===== src/rtl/ctrl_pkg.sv =====
// ---------------------------------------------------------------------------
// ctrl_pkg
// Shared definitions for the scpu pipelined control unit:
//   - RV opcode constants seen by the ID-stage decoder
//   - mem_to_reg write-back source encodings
//   - control bundle widths and packed bundle structs (EX / MEM / WB)
//   - the all-zero BUBBLE bundle used for flushes and stalls
//   - the control state machine encoding
//   - a helper that evaluates the load-use hazard condition
// ---------------------------------------------------------------------------
package ctrl_pkg;

   // Major opcodes, instruction[6:0]
   localparam logic [6:0] OPC_OP_IMM    = 7'b0010011;
   localparam logic [6:0] OPC_OP        = 7'b0110011;
   localparam logic [6:0] OPC_LOAD      = 7'b0000011;
   localparam logic [6:0] OPC_STORE     = 7'b0100011;
   localparam logic [6:0] OPC_BRANCH    = 7'b1100011;
   localparam logic [6:0] OPC_LUI       = 7'b0110111;
   localparam logic [6:0] OPC_AUIPC     = 7'b0010111;
   localparam logic [6:0] OPC_JAL       = 7'b1101111;
   localparam logic [6:0] OPC_JALR      = 7'b1100111;
   localparam logic [6:0] OPC_SYSTEM    = 7'b1110011;
   localparam logic [6:0] OPC_OP_32     = 7'b0111011;
   localparam logic [6:0] OPC_OP_IMM_32 = 7'b0011011;

   // funct7 value that marks an M-extension (MUL/DIV) R-type instruction
   localparam logic [6:0] FUNCT7_MULDIV = 7'b0000001;

   // funct3 of BEQ; b_type distinguishes it from the other branch kinds
   localparam logic [2:0] FUNCT3_BEQ    = 3'b000;

   // ALU operation used by all conditional branches (compare)
   localparam logic [3:0] ALU_OP_BRANCH = 4'b1000;

   // Write-back source select
   localparam logic [1:0] M2R_ALU = 2'b00;
   localparam logic [1:0] M2R_IMM = 2'b01;
   localparam logic [1:0] M2R_PC4 = 2'b10;
   localparam logic [1:0] M2R_MEM = 2'b11;

   // Bundle widths as they appear on the top-level ports
   localparam int EX_CTRL_W  = 6;
   localparam int MEM_CTRL_W = 3;
   localparam int WB_CTRL_W  = 3;
   localparam int REG_IDX_W  = 5;

   typedef struct packed {
      logic       is_muldiv;
      logic       alu_src_b;
      logic [3:0] alu_op;
   } ex_ctrl_t;

   typedef struct packed {
      logic branch;
      logic b_type;
      logic mem_write;
   } mem_ctrl_t;

   typedef struct packed {
      logic       reg_write;
      logic [1:0] mem_to_reg;
   } wb_ctrl_t;

   // Everything an instruction needs from EX onwards
   typedef struct packed {
      ex_ctrl_t  ex;
      mem_ctrl_t m;
      wb_ctrl_t  wb;
   } ctrl_bundle_t;

   localparam ctrl_bundle_t BUBBLE = '0;

   typedef enum logic {
      ST_RUN,
      ST_MD_BUSY
   } state_t;

   // A load sitting in EX whose destination feeds the ID instruction
   // cannot forward in time; x0 never creates a dependency.
   function automatic logic is_load_use(
      input wb_ctrl_t             ex_wb,
      input logic [REG_IDX_W-1:0] ex_rd,
      input logic [REG_IDX_W-1:0] rs1,
      input logic [REG_IDX_W-1:0] rs2
   );
      return ex_wb.reg_write && (ex_wb.mem_to_reg == M2R_MEM) &&
             (ex_rd != '0) && ((ex_rd == rs1) || (ex_rd == rs2));
   endfunction

endpackage


===== src/rtl/ctrl_decode.sv =====
// ---------------------------------------------------------------------------
// ctrl_decode
// Purely combinational ID-stage decoder. Turns the opcode/funct fields into
// the EX, MEM and WB control bundles.
// Ports:
//   id_valid  in  1 : ID holds a real instruction
//   op_code   in  7 : instruction[6:0]
//   funct3    in  3 : instruction[14:12]
//   funct7    in  7 : instruction[31:25]
//   ex_dec    out   : EX bundle {is_muldiv, alu_src_b, alu_op}
//   mem_dec   out   : MEM bundle {branch, b_type, mem_write}
//   wb_dec    out   : WB bundle {reg_write, mem_to_reg}
//   dec_valid out 1 : recognised opcode with id_valid=1 (rd is meaningful)
// ---------------------------------------------------------------------------
module ctrl_decode
   import ctrl_pkg::*;
#(
   parameter bit ENABLE_M = 1'b1
) (
   input  logic      id_valid,
   input  logic [6:0] op_code,
   input  logic [2:0] funct3,
   input  logic [6:0] funct7,
   output ex_ctrl_t  ex_dec,
   output mem_ctrl_t mem_dec,
   output wb_ctrl_t  wb_dec,
   output logic      dec_valid
);

   // Start from an all-zero bubble; each recognised opcode sets only the
   // fields it needs. Unknown opcodes and empty ID slots stay a bubble.
   always_comb begin
      ex_dec    = '0;
      mem_dec   = '0;
      wb_dec    = '0;
      dec_valid = 1'b0;

      if (id_valid) begin
         dec_valid = 1'b1;
         case (op_code)
            OPC_OP_IMM: begin
               wb_dec.reg_write  = 1'b1;
               ex_dec.alu_src_b  = 1'b1;
               ex_dec.alu_op     = {1'b0, funct3};
               wb_dec.mem_to_reg = M2R_ALU;
            end
            OPC_OP: begin
               wb_dec.reg_write  = 1'b1;
               ex_dec.alu_op     = {funct7[5], funct3};
               wb_dec.mem_to_reg = M2R_ALU;
               // M-extension ops take the multi-cycle unit; funct3 selects
               // which MUL/DIV variant.
               if (ENABLE_M && (funct7 == FUNCT7_MULDIV)) begin
                  ex_dec.is_muldiv = 1'b1;
                  ex_dec.alu_op    = {1'b0, funct3};
               end
            end
            OPC_LOAD: begin
               wb_dec.reg_write  = 1'b1;
               ex_dec.alu_src_b  = 1'b1;
               wb_dec.mem_to_reg = M2R_MEM;
            end
            OPC_STORE: begin
               ex_dec.alu_src_b  = 1'b1;
               mem_dec.mem_write = 1'b1;
            end
            OPC_BRANCH: begin
               mem_dec.branch = 1'b1;
               mem_dec.b_type = (funct3 == FUNCT3_BEQ);
               ex_dec.alu_op  = ALU_OP_BRANCH;
            end
            OPC_LUI: begin
               wb_dec.reg_write  = 1'b1;
               ex_dec.alu_src_b  = 1'b1;
               wb_dec.mem_to_reg = M2R_IMM;
            end
            OPC_AUIPC: begin
               wb_dec.reg_write  = 1'b1;
               ex_dec.alu_src_b  = 1'b1;
               wb_dec.mem_to_reg = M2R_ALU;
            end
            OPC_JAL: begin
               wb_dec.reg_write  = 1'b1;
               wb_dec.mem_to_reg = M2R_PC4;
            end
            OPC_JALR: begin
               wb_dec.reg_write  = 1'b1;
               ex_dec.alu_src_b  = 1'b1;
               wb_dec.mem_to_reg = M2R_PC4;
            end
            OPC_SYSTEM: begin
               wb_dec.reg_write  = 1'b1;
               wb_dec.mem_to_reg = M2R_ALU;
            end
            OPC_OP_32: begin
               wb_dec.reg_write = 1'b1;
               ex_dec.alu_op    = {1'b1, funct3};
            end
            OPC_OP_IMM_32: begin
               wb_dec.reg_write = 1'b1;
               ex_dec.alu_src_b = 1'b1;
               ex_dec.alu_op    = {1'b1, funct3};
            end
            default: begin
               dec_valid = 1'b0;
            end
         endcase
      end
   end

endmodule


===== src/rtl/ctrl_pipe.sv =====
// ---------------------------------------------------------------------------
// ctrl_pipe
// Pipelined control unit for the scpu datapath. Decodes the ID instruction,
// carries control bundles and destination registers through the EX, MEM
// and WB stage registers, inserts load-use bubbles, squashes on branch/jump
// flush, and holds the pipeline while a MUL/DIV occupies EX.
// Ports:
//   clk, rst          : clock, synchronous active-high reset
//   id_valid          : ID holds a real instruction
//   op_code/funct3/7  : ID instruction fields
//   id_rs1/rs2/rd     : ID register indices
//   flush             : taken branch/jump resolved in EX
//   stall             : hold PC and IF/ID (combinational)
//   ex_ctrl           : EX stage {is_muldiv, alu_src_b, alu_op[3:0]}
//   mem_ctrl          : MEM stage {branch, b_type, mem_write}
//   wb_ctrl           : WB stage {reg_write, mem_to_reg[1:0]}
//   ex_rd/mem_rd/wb_rd: destination register per stage
//   muldiv_busy       : MUL/DIV sequencer counting
// ---------------------------------------------------------------------------
module ctrl_pipe
   import ctrl_pkg::*;
#(
   parameter int unsigned MULDIV_LAT = 4,
   parameter bit          ENABLE_M   = 1'b1
) (
   input  logic       clk,
   input  logic       rst,
   input  logic       id_valid,
   input  logic [6:0] op_code,
   input  logic [2:0] funct3,
   input  logic [6:0] funct7,
   input  logic [4:0] id_rs1,
   input  logic [4:0] id_rs2,
   input  logic [4:0] id_rd,
   input  logic       flush,
   output logic       stall,
   output logic [5:0] ex_ctrl,
   output logic [2:0] mem_ctrl,
   output logic [2:0] wb_ctrl,
   output logic [4:0] ex_rd,
   output logic [4:0] mem_rd,
   output logic [4:0] wb_rd,
   output logic       muldiv_busy
);

   // Counter only needs to hold MULDIV_LAT-1
   localparam int CNT_W = (MULDIV_LAT > 1) ? $clog2(MULDIV_LAT) : 1;
   localparam logic [CNT_W-1:0] CNT_LOAD = CNT_W'(MULDIV_LAT - 1);
   localparam logic [CNT_W-1:0] CNT_ONE  = CNT_W'(1);

   ex_ctrl_t  ex_dec;
   mem_ctrl_t mem_dec;
   wb_ctrl_t  wb_dec;
   logic      dec_valid;

   ctrl_bundle_t  ex_bundle_q, ex_bundle_d;
   logic [4:0]    ex_rd_q, ex_rd_d;
   mem_ctrl_t     mem_m_q, mem_m_d;
   wb_ctrl_t      mem_wb_q, mem_wb_d;
   logic [4:0]    mem_rd_q, mem_rd_d;
   wb_ctrl_t      wb_wb_q, wb_wb_d;
   logic [4:0]    wb_rd_q, wb_rd_d;
   state_t        state_q, state_d;
   logic [CNT_W-1:0] cnt_q, cnt_d;

   logic load_use;

   ctrl_decode #(
      .ENABLE_M (ENABLE_M)
   ) u_decode (
      .id_valid  (id_valid),
      .op_code   (op_code),
      .funct3    (funct3),
      .funct7    (funct7),
      .ex_dec    (ex_dec),
      .mem_dec   (mem_dec),
      .wb_dec    (wb_dec),
      .dec_valid (dec_valid)
   );

   assign load_use = is_load_use(ex_bundle_q.wb, ex_rd_q, id_rs1, id_rs2);

   // Next-state for the stage registers and the RUN/MD_BUSY sequencer.
   // Default is normal flow: MEM takes EX, WB takes MEM, EX holds.
   always_comb begin
      state_d     = state_q;
      cnt_d       = cnt_q;
      ex_bundle_d = ex_bundle_q;
      ex_rd_d     = ex_rd_q;
      mem_m_d     = ex_bundle_q.m;
      mem_wb_d    = ex_bundle_q.wb;
      mem_rd_d    = ex_rd_q;
      wb_wb_d     = mem_wb_q;
      wb_rd_d     = mem_rd_q;
      stall       = 1'b0;
      muldiv_busy = 1'b0;

      case (state_q)
         ST_RUN: begin
            // Flush wins over load-use: the dependent instruction in ID is
            // on the wrong path anyway, so no stall is needed.
            if (flush) begin
               ex_bundle_d = BUBBLE;
               ex_rd_d     = '0;
            end else if (load_use) begin
               stall       = 1'b1;
               ex_bundle_d = BUBBLE;
               ex_rd_d     = '0;
            end else begin
               ex_bundle_d = '{ex: ex_dec, m: mem_dec, wb: wb_dec};
               ex_rd_d     = dec_valid ? id_rd : '0;
               if (ex_dec.is_muldiv && (MULDIV_LAT > 1)) begin
                  state_d = ST_MD_BUSY;
                  cnt_d   = CNT_LOAD;
               end
            end
         end

         ST_MD_BUSY: begin
            // EX is occupied by the muldiv; flush is ignored because the
            // instruction in EX cannot be a branch.
            stall       = 1'b1;
            muldiv_busy = 1'b1;
            cnt_d       = cnt_q - CNT_ONE;
            if (cnt_q == CNT_ONE) begin
               // Release the muldiv into MEM. ID is still held this cycle,
               // so EX takes a bubble and the held instruction enters EX
               // on the next RUN cycle.
               state_d     = ST_RUN;
               ex_bundle_d = BUBBLE;
               ex_rd_d     = '0;
            end else begin
               mem_m_d  = '0;
               mem_wb_d = '0;
               mem_rd_d = '0;
            end
         end

         default: begin
            state_d = ST_RUN;
            cnt_d   = '0;
         end
      endcase
   end

   // Stage and sequencer registers; reset drops any in-flight muldiv.
   always_ff @(posedge clk) begin
      if (rst) begin
         state_q     <= ST_RUN;
         cnt_q       <= '0;
         ex_bundle_q <= BUBBLE;
         ex_rd_q     <= '0;
         mem_m_q     <= '0;
         mem_wb_q    <= '0;
         mem_rd_q    <= '0;
         wb_wb_q     <= '0;
         wb_rd_q     <= '0;
      end else begin
         state_q     <= state_d;
         cnt_q       <= cnt_d;
         ex_bundle_q <= ex_bundle_d;
         ex_rd_q     <= ex_rd_d;
         mem_m_q     <= mem_m_d;
         mem_wb_q    <= mem_wb_d;
         mem_rd_q    <= mem_rd_d;
         wb_wb_q     <= wb_wb_d;
         wb_rd_q     <= wb_rd_d;
      end
   end

   assign ex_ctrl  = ex_bundle_q.ex;
   assign mem_ctrl = mem_m_q;
   assign wb_ctrl  = wb_wb_q;
   assign ex_rd    = ex_rd_q;
   assign mem_rd   = mem_rd_q;
   assign wb_rd    = wb_rd_q;

endmodule

===== config.mk =====
export PLATFORM = sky130hd
export DESIGN_NAME = ctrl_pipe
export DESIGN_NICKNAME = d
export VERILOG_FILES = /design/src/rtl/ctrl_pkg.sv /design/src/rtl/ctrl_decode.sv /design/src/rtl/ctrl_pipe.sv
export SDC_FILE = /design/constraint.sdc
export NUM_CORES = 1
export LEC_CHECK = 0
export CAP_MARGIN = 20
export CORE_MARGIN = 8
export CORE_UTILIZATION = 43
export DETAILED_ROUTE_END_ITERATION = 10
export PLACE_DENSITY = 0.85
export SLEW_MARGIN = 10
export SYNTH_ARGS = -nofsm -noshare
export SYNTH_HDL_FRONTEND = slang
export SYNTH_SLANG_ARGS = --single-unit
export TNS_END_PERCENT = 1

===== constraint.sdc =====
create_clock -name clk -period 1.89 [get_ports clk]
set_input_delay 0.4725 -clock clk [delete_from_list [all_inputs] [get_ports clk]]
set_output_delay 0.4725 -clock clk [all_outputs]
set_load 0.1 [all_outputs]

==> results.toml, run 1 <==
[clock_tree]
numCtsBuffers = 5
cts_tree = "done"
insertion_delay_ns = 0.30
cts_root_buf = "clkbuf_8"
cts_num_sinks = 39
htreeDepth = 2
cts.clk_slew.worst_paths_ns = 0.08
clockBufferDepth = 2
hold_buffers = 0

[worst_hold_path]
hold_class = "flip-flop to flip-flop"
hold_path.startpoint = "mem_wb_q[2]"

[synth]
synth_flop_cell = "dfxtp_1"
synthArstFlopShare_pct = 0
yosysSeqAreaShare_pct = 47.3
synth_fp_nets = 210
yosysWarnings = 0
synth_edf_count = 0
ys_ff_latch = 39
synth_area_sq_mm = 0.00165
netlist_instances = 173
synth_area_per_cell_sq_um = 9.53
synth_cell_type_count = 41

[global_routing]
grt_pass1_wl_microns = 8180
grt_max_degree = 19
grt_util_all_layers_pct = 16.9
antenna_found_initial = 0
grt_pass1_vias = 1627
grt_overflow = 0

[detailed_routing]
viasPerCell = 5.18
drtIter0Drc = 95
ant_nets = 0
wirelength_microns = 5370
wl_per_cell_microns = 17.6
top_layer = "met4"
dr_wl_met2_microns = 3160
met3_wirelength_microns = 181
num_vias = 1581
drc = 0
dr.pass1.iters = 4
wl_met1_microns = 1890

[floorplan]
start_util_pct = 44.7
core_sq_mm = 0.00369
die-area_sq_mm = 0.00607
die_h_microns = 77.9
rows = 22
die_width_microns = 77.9
io_pins = 65

[status]
failed_checks = "negative setup slack"
status = "complete, but fails checks"

[worst_setup_path]
arrival_ns = 1.70
critical_path_class = "flip-flop to output pin"
cp-startpoint = "ex_rd[1]"
r2r_start = "ex_rd[1]"
endpoint_kind = "output pin"
required_ns = 1.42
cp-start-kind = "flip-flop"
worstPathMaxFanout = 3

[timing]
drv_slew = 0
rsz0062_at_grt = "true"
period_share_pct = 115
fin_hold_ws_ns = 0.440
setup_ws_ns = -0.285
slew_headroom_pct = 57.6
finalCriticalPeriod_ns = 2.18
worst_pin_slew_ns = 0.636
finalHoldViolations = 0
fmax_mhz = 460
final.setup_skew_ns = 0.00562
finalSetupViolations = 20
finalSetupTns_ns = -1.43

[placed_design]
place_hpwl_microns = 3810
port_buffers = 64
dpl-instance-area_sq_mm = 0.00279
gp_congestion = 0.823
post-place-ws_ns = -0.541

[power]
total_power_uw = 1680
p_per_area_mw_per_mm2 = 567
ir_worst_vdd_mv = 0.538
leakage_uw = 0.00118

[cells_and_area]
stdcell_area_sq_mm = 0.00296
syn2layout_area_growth_pct = 79.6
drive_gt1_share_pct = 33.5
final_nets = 293
fillCellCount = 198
antenna-diode-count = 0

[run]
max_cap_viol_count = 0
-- cells in the final DEF (no fill, tap or decap), types with 6 or more instances in the layout --
master | Yosys | final
dfxtp_1 | 39 | 34
buf_12 | 0 | 31
clkdlybuf4s50_1 | 0 | 25
buf_4 | 6 | 23
nand2_1 | 14 | 14
xor2_1 | 10 | 10
nor2_1 | 10 | 10
and2_1 | 10 | 10
nor2b_1 | 10 | 10
dlygate4sd2_1 | 0 | 9
a21oi_1 | 7 | 7
o21ai_1 | 0 | 6
clkbuf_8 | 0 | 6
-- metrics by stage --
step / std cells / util [%]
floorplan: 173 / -
global placement: 294 / 75.7
detailed placement: 294 / 75.7
CTS: 304 / 79.2
global route: 305 / 80.3
finish: 305 / 80.3
-- report_power, final --
part | internal, uW | switching, uW
Sequential | 816 | 2.43
Combinational | 110 | 87.3
Clock | 374 | 290
Total | 1300 | 379
-- synth_stat cells (all sizes together), types with 2 or more instances --
| library cell | number | area share [%] |
|---|---|---|
| a21oi | 7 | 2.1 |
| a22oi | 2 | 0.91 |
| a32o | 6 | 3.6 |
| and2 | 11 | 4.2 |
| buf | 8 | 3.7 |
| clkbuf | 6 | 1.4 |
| dfxtp | 39 | 47 |
| inv | 5 | 1.1 |
| nand2 | 14 | 3.2 |
| nand3b | 3 | 1.4 |
| nand4b | 2 | 1.1 |
| nor2 | 10 | 2.3 |
| nor2b | 10 | 3.8 |
| nor3 | 5 | 1.8 |
| o21ai | 13 | 4.2 |
| o21bai | 2 | 0.91 |
| o31ai | 3 | 1.7 |
| xor2 | 10 | 5.3 |
-- sequential cells by signal (all words and copies together), names as in the netlist --
name	count
mem_ctrl	3
mem_wb_q	3
wb_rd	5
ex_rd	5
ex_ctrl	6
state_q	1
cnt_q	2
mem_rd	5
ex_bundle_q	6
wb_ctrl	3
-- per-layer routing --
metal	up-vias	GRT usage, %
met3	13	4.61
met5	-	0
met1	764	16.3
met4	0	7.41
met2	35	32.4
li1	769	-
-- worst max-delay path, stage by stage (launching register included) --
cell and delay (ns):
dfxtp_4 0.36, or4_4 0.55, o2111ai_4 0.24, o31ai_4 0.09
buf_12 0.18
-- path summary, 6_finish.rpt --
check / to / slack (ns) / cells past startpoint
worst min register to register: wb_ctrl[2] / 0.44 / 1
worst min-delay path: wb_ctrl[2] / 0.44 / 1
worst max register to register: ex_bundle_q[0] / -0.21 / 8
worst max-delay path: stall / -0.29 / 4
-- what timing repair did --
action                                  CTS  global route
setup buffers                             2             1
resized for setup                        15            15
endpoints found under the setup margin    3            19
pin swaps                                 9             6
-- cells by family after synthesis --
family	share of synthesized area (%)
adder cells (fa/ha/maj)	1.37
buffers and inverters	6.22
AND/OR/NAND/NOR	20.9
flip-flops	47.3
AO/OA/AOI/OAI	18.8
XOR/XNOR	5.31
-- layout make-up --
type	count	area [sq um]	share of cell area [%]
Timing Repair Buffer	90	1140	38.6
Multi-Input combinational cell	115	827	27.9
Sequential cell	39	800	27.0
Clock buffer	7	108	3.63
Tap cell	48	60.1	2.03
Inverter	5	18.8	0.634
Clock inverter	1	5.00	0.169
(Power assumes the default switching activity.)
==> run 2, diff against run 1 <==
--- a/config.mk
+++ b/config.mk
@@ -10,6 +10,7 @@
 export CORE_UTILIZATION = 43
 export DETAILED_ROUTE_END_ITERATION = 10
 export PLACE_DENSITY = 0.85
+export RECOVER_POWER = 25
 export SLEW_MARGIN = 10
 export SYNTH_ARGS = -nofsm -noshare
 export SYNTH_HDL_FRONTEND = slang
==> results.toml, run 2 (same netlist as run 1, synthesis figures left out) <==
[status]
status = "complete, but fails checks"
failed_checks = "negative setup slack"

[cells_and_area]
fin_util_pct = 78.6
stdcell_area_sq_mm = 0.00290
drive_gt1_share_pct = 33.1
mostFrequentLayoutCells = "dfxtp_1, buf_12, clkdlybuf4s50_1"
syn2layout_area_growth_pct = 75.7
layout_commonest_cell = "dfxtp_1"
fin_cells = 305
antenna-diode-count = 0
final_nets = 293

[timing]
fmax_mhz = 460
drv_slew = 0
worst_pin_slew_ns = 0.640
finalHoldViolations = 0
finalSetupViolations = 20
setup_ws_ns = -0.285
slew_headroom_pct = 57.4
final.setup_skew_ns = 0.00472
finalCriticalPeriod_ns = 2.18
finalSetupTns_ns = -1.43
rsz0062_at_grt = "true"
period_share_pct = 115

[global_routing]
grt_util_all_layers_pct = 16.9
grt_pass1_vias = 1627
grt_max_degree = 19
antenna_found_initial = 0
grt_overflow = 0
grt_pass1_wl_microns = 8180

[detailed_routing]
drc = 0
num_vias = 1578
drtIter0Drc = 84
ant_nets = 0
wirelength_microns = 5390
dr.pass1.iters = 4
wl_per_cell_microns = 17.7
viasPerCell = 5.17

[clock_tree]
cts.clk_slew.worst_paths_ns = 0.08
cts_root_buf = "clkbuf_8"
insertion_delay_ns = 0.29
cts_num_sinks = 39
htreeDepth = 2
hold_buffers = 0
clockBufferDepth = 2
cts_tree = "done"
numCtsBuffers = 5

[floorplan]
core_sq_mm = 0.00369
die_width_microns = 77.9
rows = 22
io_pins = 65
die_h_microns = 77.9
die-area_sq_mm = 0.00607
start_util_pct = 44.7

[worst_setup_path]
critical_path_class = "flip-flop to output pin"
cp_cell_sequence = "or4_4 > o2111ai_4 > o31ai_4 > buf_12"
endpoint_kind = "output pin"
critPathMaxStageDelay_ns = 0.55
arrival_ns = 1.70
worstPathMaxFanout = 3
slowest_stage = "or4_4"
required_ns = 1.42
cp-start-kind = "flip-flop"

[placed_design]
dpl-instance-area_sq_mm = 0.00279
port_buffers = 64
place_hpwl_microns = 3810
gp_congestion = 0.823
dp.cells = 294
post-place-ws_ns = -0.541

[power]
leakage_uw = 0.00116
p_per_area_mw_per_mm2 = 579
ir_worst_vdd_mv = 0.537

[worst_hold_path]
hold_class = "flip-flop to flip-flop"

[run]
max_cap_viol_count = 0
## run 2: what timing repair did
| item | CTS | global route |
|---|---|---|
| pin swaps | 9 | 6 |
| buffers inserted | 2 | 1 |
| endpoints found under the setup margin | 3 | 19 |
| gates resized for setup | 15 | 15 |
## run 2: worst paths after layout
check              startpoint              to  slack [ns]  depth (start not counted)
setup / recovery     ex_rd[1]           stall       -0.29                          4
hold / removal    mem_wb_q[2]      wb_ctrl[2]        0.44                          1
setup reg to reg     ex_rd[1]  ex_bundle_q[0]       -0.21                          8
hold reg to reg   mem_wb_q[2]      wb_ctrl[2]        0.44                          1
## run 2: critical path, delay by kind of cell, from the launching register on
kind,cells,cell delay (ns)
compound gates,2,0.33
simple gates,1,0.55
buf+inv,1,0.18
flops,1,0.36
## run 2: cell type report
| cell class | count | area (sq um) |
|---|---|---|
| clock buffer | 7 | 108 |
| clock inverter | 1 | 5.00 |
| fill | 208 | 791 |
| inverter | 5 | 18.8 |
| multi-input combinational | 115 | 827 |
| sequential | 39 | 800 |
| tap | 48 | 60.1 |
| timing repair buffer | 90 | 1080 |
## run 2: per-layer routing
layer  GRT usage [%]  part of all wire (%)
met1            16.3                    35
met2            32.4                    59
met3            4.61                   3.3
met4            7.41                   2.6
met5               0                     0
## run 2: power breakdown
part | switching (uW) | total, uW | internal (uW)
registers | 2.40 | 819 | 816
logic | 87.2 | 195 | 108
clock network | 289 | 663 | 374
total | 378 | 1680 | 1300
## run 2: stage by stage
stage               total power, uW  hold slack, ns
global route                   1740           0.464
floorplan                       908           0.414
detailed placement             1030           0.426
finish                         1680           0.440
CTS                            1670           0.444
global placement               1030           0.424
==> run 3, diff against run 2 <==
--- a/config.mk
+++ b/config.mk
@@ -5,11 +5,12 @@
 export SDC_FILE = /design/constraint.sdc
 export NUM_CORES = 1
 export LEC_CHECK = 0
+export ABC_CLOCK_PERIOD_IN_PS = 2800
 export CAP_MARGIN = 20
 export CORE_MARGIN = 8
-export CORE_UTILIZATION = 43
+export CORE_UTILIZATION = 46
 export DETAILED_ROUTE_END_ITERATION = 10
-export PLACE_DENSITY = 0.85
+export PLACE_DENSITY = 0.9
 export RECOVER_POWER = 25
 export SLEW_MARGIN = 10
 export SYNTH_ARGS = -nofsm -noshare
==> constraint.sdc (replaced) <==
create_clock -name clk -period 2.8 [get_ports clk]
set_input_delay 0.7 -clock clk [delete_from_list [all_inputs] [get_ports clk]]
set_output_delay 0.7 -clock clk [all_outputs]
set_load 0.1 [all_outputs]
==> results.toml, run 3 (same netlist as run 1, synthesis figures left out) <==
[floorplan]
core_sq_mm = 0.00339
die-area_sq_mm = 0.00576
rows = 21
io_pins = 65
die_h_microns = 75.9
die_width_microns = 75.9
start_util_pct = 48.7

[worst_setup_path]
required_ns = 2.10
cp-start-kind = "primary input"
slowest_stage = "clkdlybuf4s50_1"
critical_path_class = "primary input to output pin"
endpoint_kind = "output pin"
critPathMaxStageDelay_ns = 0.41
cp_cell_sequence = "clkdlybuf4s50_1 > xor2_1 > nor3_2 > a22oi_2 > o31ai_4 > buf_12"
arrival_ns = 2.07
worstPathMaxFanout = 2

[timing]
finalHoldViolations = 0
setup_ws_ns = 0.0292
finalCriticalPeriod_ns = 2.77
slew_headroom_pct = 22.4
finalSetupTns_ns = 0
finalSetupViolations = 0
period_share_pct = 99.0
worst_pin_slew_ns = 1.17
drv_slew = 0
final.setup_skew_ns = 0.00823
fmax_mhz = 361

[cells_and_area]
stdcell_area_sq_mm = 0.00235
final_nets = 276
drive_gt1_share_pct = 21.7
syn2layout_area_growth_pct = 42.3
mostFrequentLayoutCells = "dfxtp_1, clkdlybuf4s50_1, buf_4"
antenna-diode-count = 0
layout_commonest_cell = "dfxtp_1"
fin_cells = 286

[clock_tree]
cts_num_sinks = 39
cts_tree = "done"
htreeDepth = 2
clockBufferDepth = 2
cts_root_buf = "clkbuf_4"
hold_buffers = 0
numCtsBuffers = 5
cts.clk_slew.worst_paths_ns = 0.11
post_cts_buffers = 0
insertion_delay_ns = 0.35

[worst_hold_path]
hold_class = "flip-flop to flip-flop"

[placed_design]
post-place-ws_ns = -0.0907
gp_congestion = 0.807
port_buffers = 64
dpl-instance-area_sq_mm = 0.00230
dp.cells = 278
place_hpwl_microns = 3180

[detailed_routing]
viasPerCell = 5.06
wl_per_cell_microns = 14.5
dr.pass1.iters = 4
drtIter0Drc = 44
wirelength_microns = 4150
ant_nets = 0
num_vias = 1446
drc = 0

[power]
p_per_area_mw_per_mm2 = 450
ir_worst_vdd_mv = 0.485
leakage_uw = 0.000935

[global_routing]
grt_util_all_layers_pct = 14.6
grt_pass1_vias = 1379
grt_pass1_wl_microns = 6400
grt_overflow = 0
grt_max_degree = 19
antenna_found_initial = 0

[status]
status = "complete, no violations"

[run]
max_cap_viol_count = 0
==> run 3: cell types whose count changed in the layout (fill, tap and decap cells not counted), sizes merged <==
cell           change
dlygate4sd2        -6
clkdlybuf4s50      +7
buf               -21
clkdlybuf4s15      -1
clkinv             +1
bufinv             +1
clkbuf             +2
==> run 3: worst max-delay path: cells and delay by family <==
kind | cells | cell delay (ns)
XOR/XNOR | 1 | 0.17
AO/OA/AOI/OAI | 2 | 0.34
buffers and inverters | 2 | 0.62
AND/OR/NAND/NOR | 1 | 0.23
==> run 3: worst paths after layout <==
path	from	to	slack [ns]	cells after the start
worst max-delay path	id_rs2[2]	stall	0.03	6
worst min-delay path	mem_wb_q[2]	wb_ctrl[2]	0.45	1
worst max register to register	ex_rd[0]	ex_bundle_q[0]	0.98	5
worst min register to register	mem_wb_q[2]	wb_ctrl[2]	0.45	1
==> run 3: routing by layer <==
layer	vias to the layer above	routed length (microns)	global-route usage, %
li1	727	-	-
met1	673	1600	15.5
met2	39	2220	25.8
met3	7	226	3.82
met4	0	96	7.68
met5	-	0	0
==> run 3: cell type report <==
class / instances / area, sq um
clock buffer: 5 / 37.5
fill: 269 / 1040
clock inverter: 3 / 43.8
timing repair buffer: 73 / 611
sequential: 39 / 790
multi-input combinational: 115 / 790
inverter: 5 / 18.8
tap: 46 / 57.6
==> run 3: where the power goes <==
part / internal, uW / switching, uW
logic: 64.4 / 52.8
registers: 555 / 1.35
clock network: 188 / 194
total: 807 / 248
==> run 3: metrics by stage <==
step | total power (uW) | utilization [%] | hold WS (ns)
6_report | 1060 | 69.3 | 0.447
3_5_place_dp | 687 | 67.8 | 0.421
4_1_cts | 1060 | 70.1 | 0.449
5_1_grt | 1100 | 69.3 | 0.463
3_3_place_gp | 684 | 67.8 | 0.423
2_1_floorplan | 617 | - | 0.414
==> run 3: timing repair <==
action                                  in CTS  in global routing
endpoints found under the hold margin        0                  0
pin swaps                                    3                  1
gates resized for setup                      3                  1
endpoints found under the setup margin       1                  1
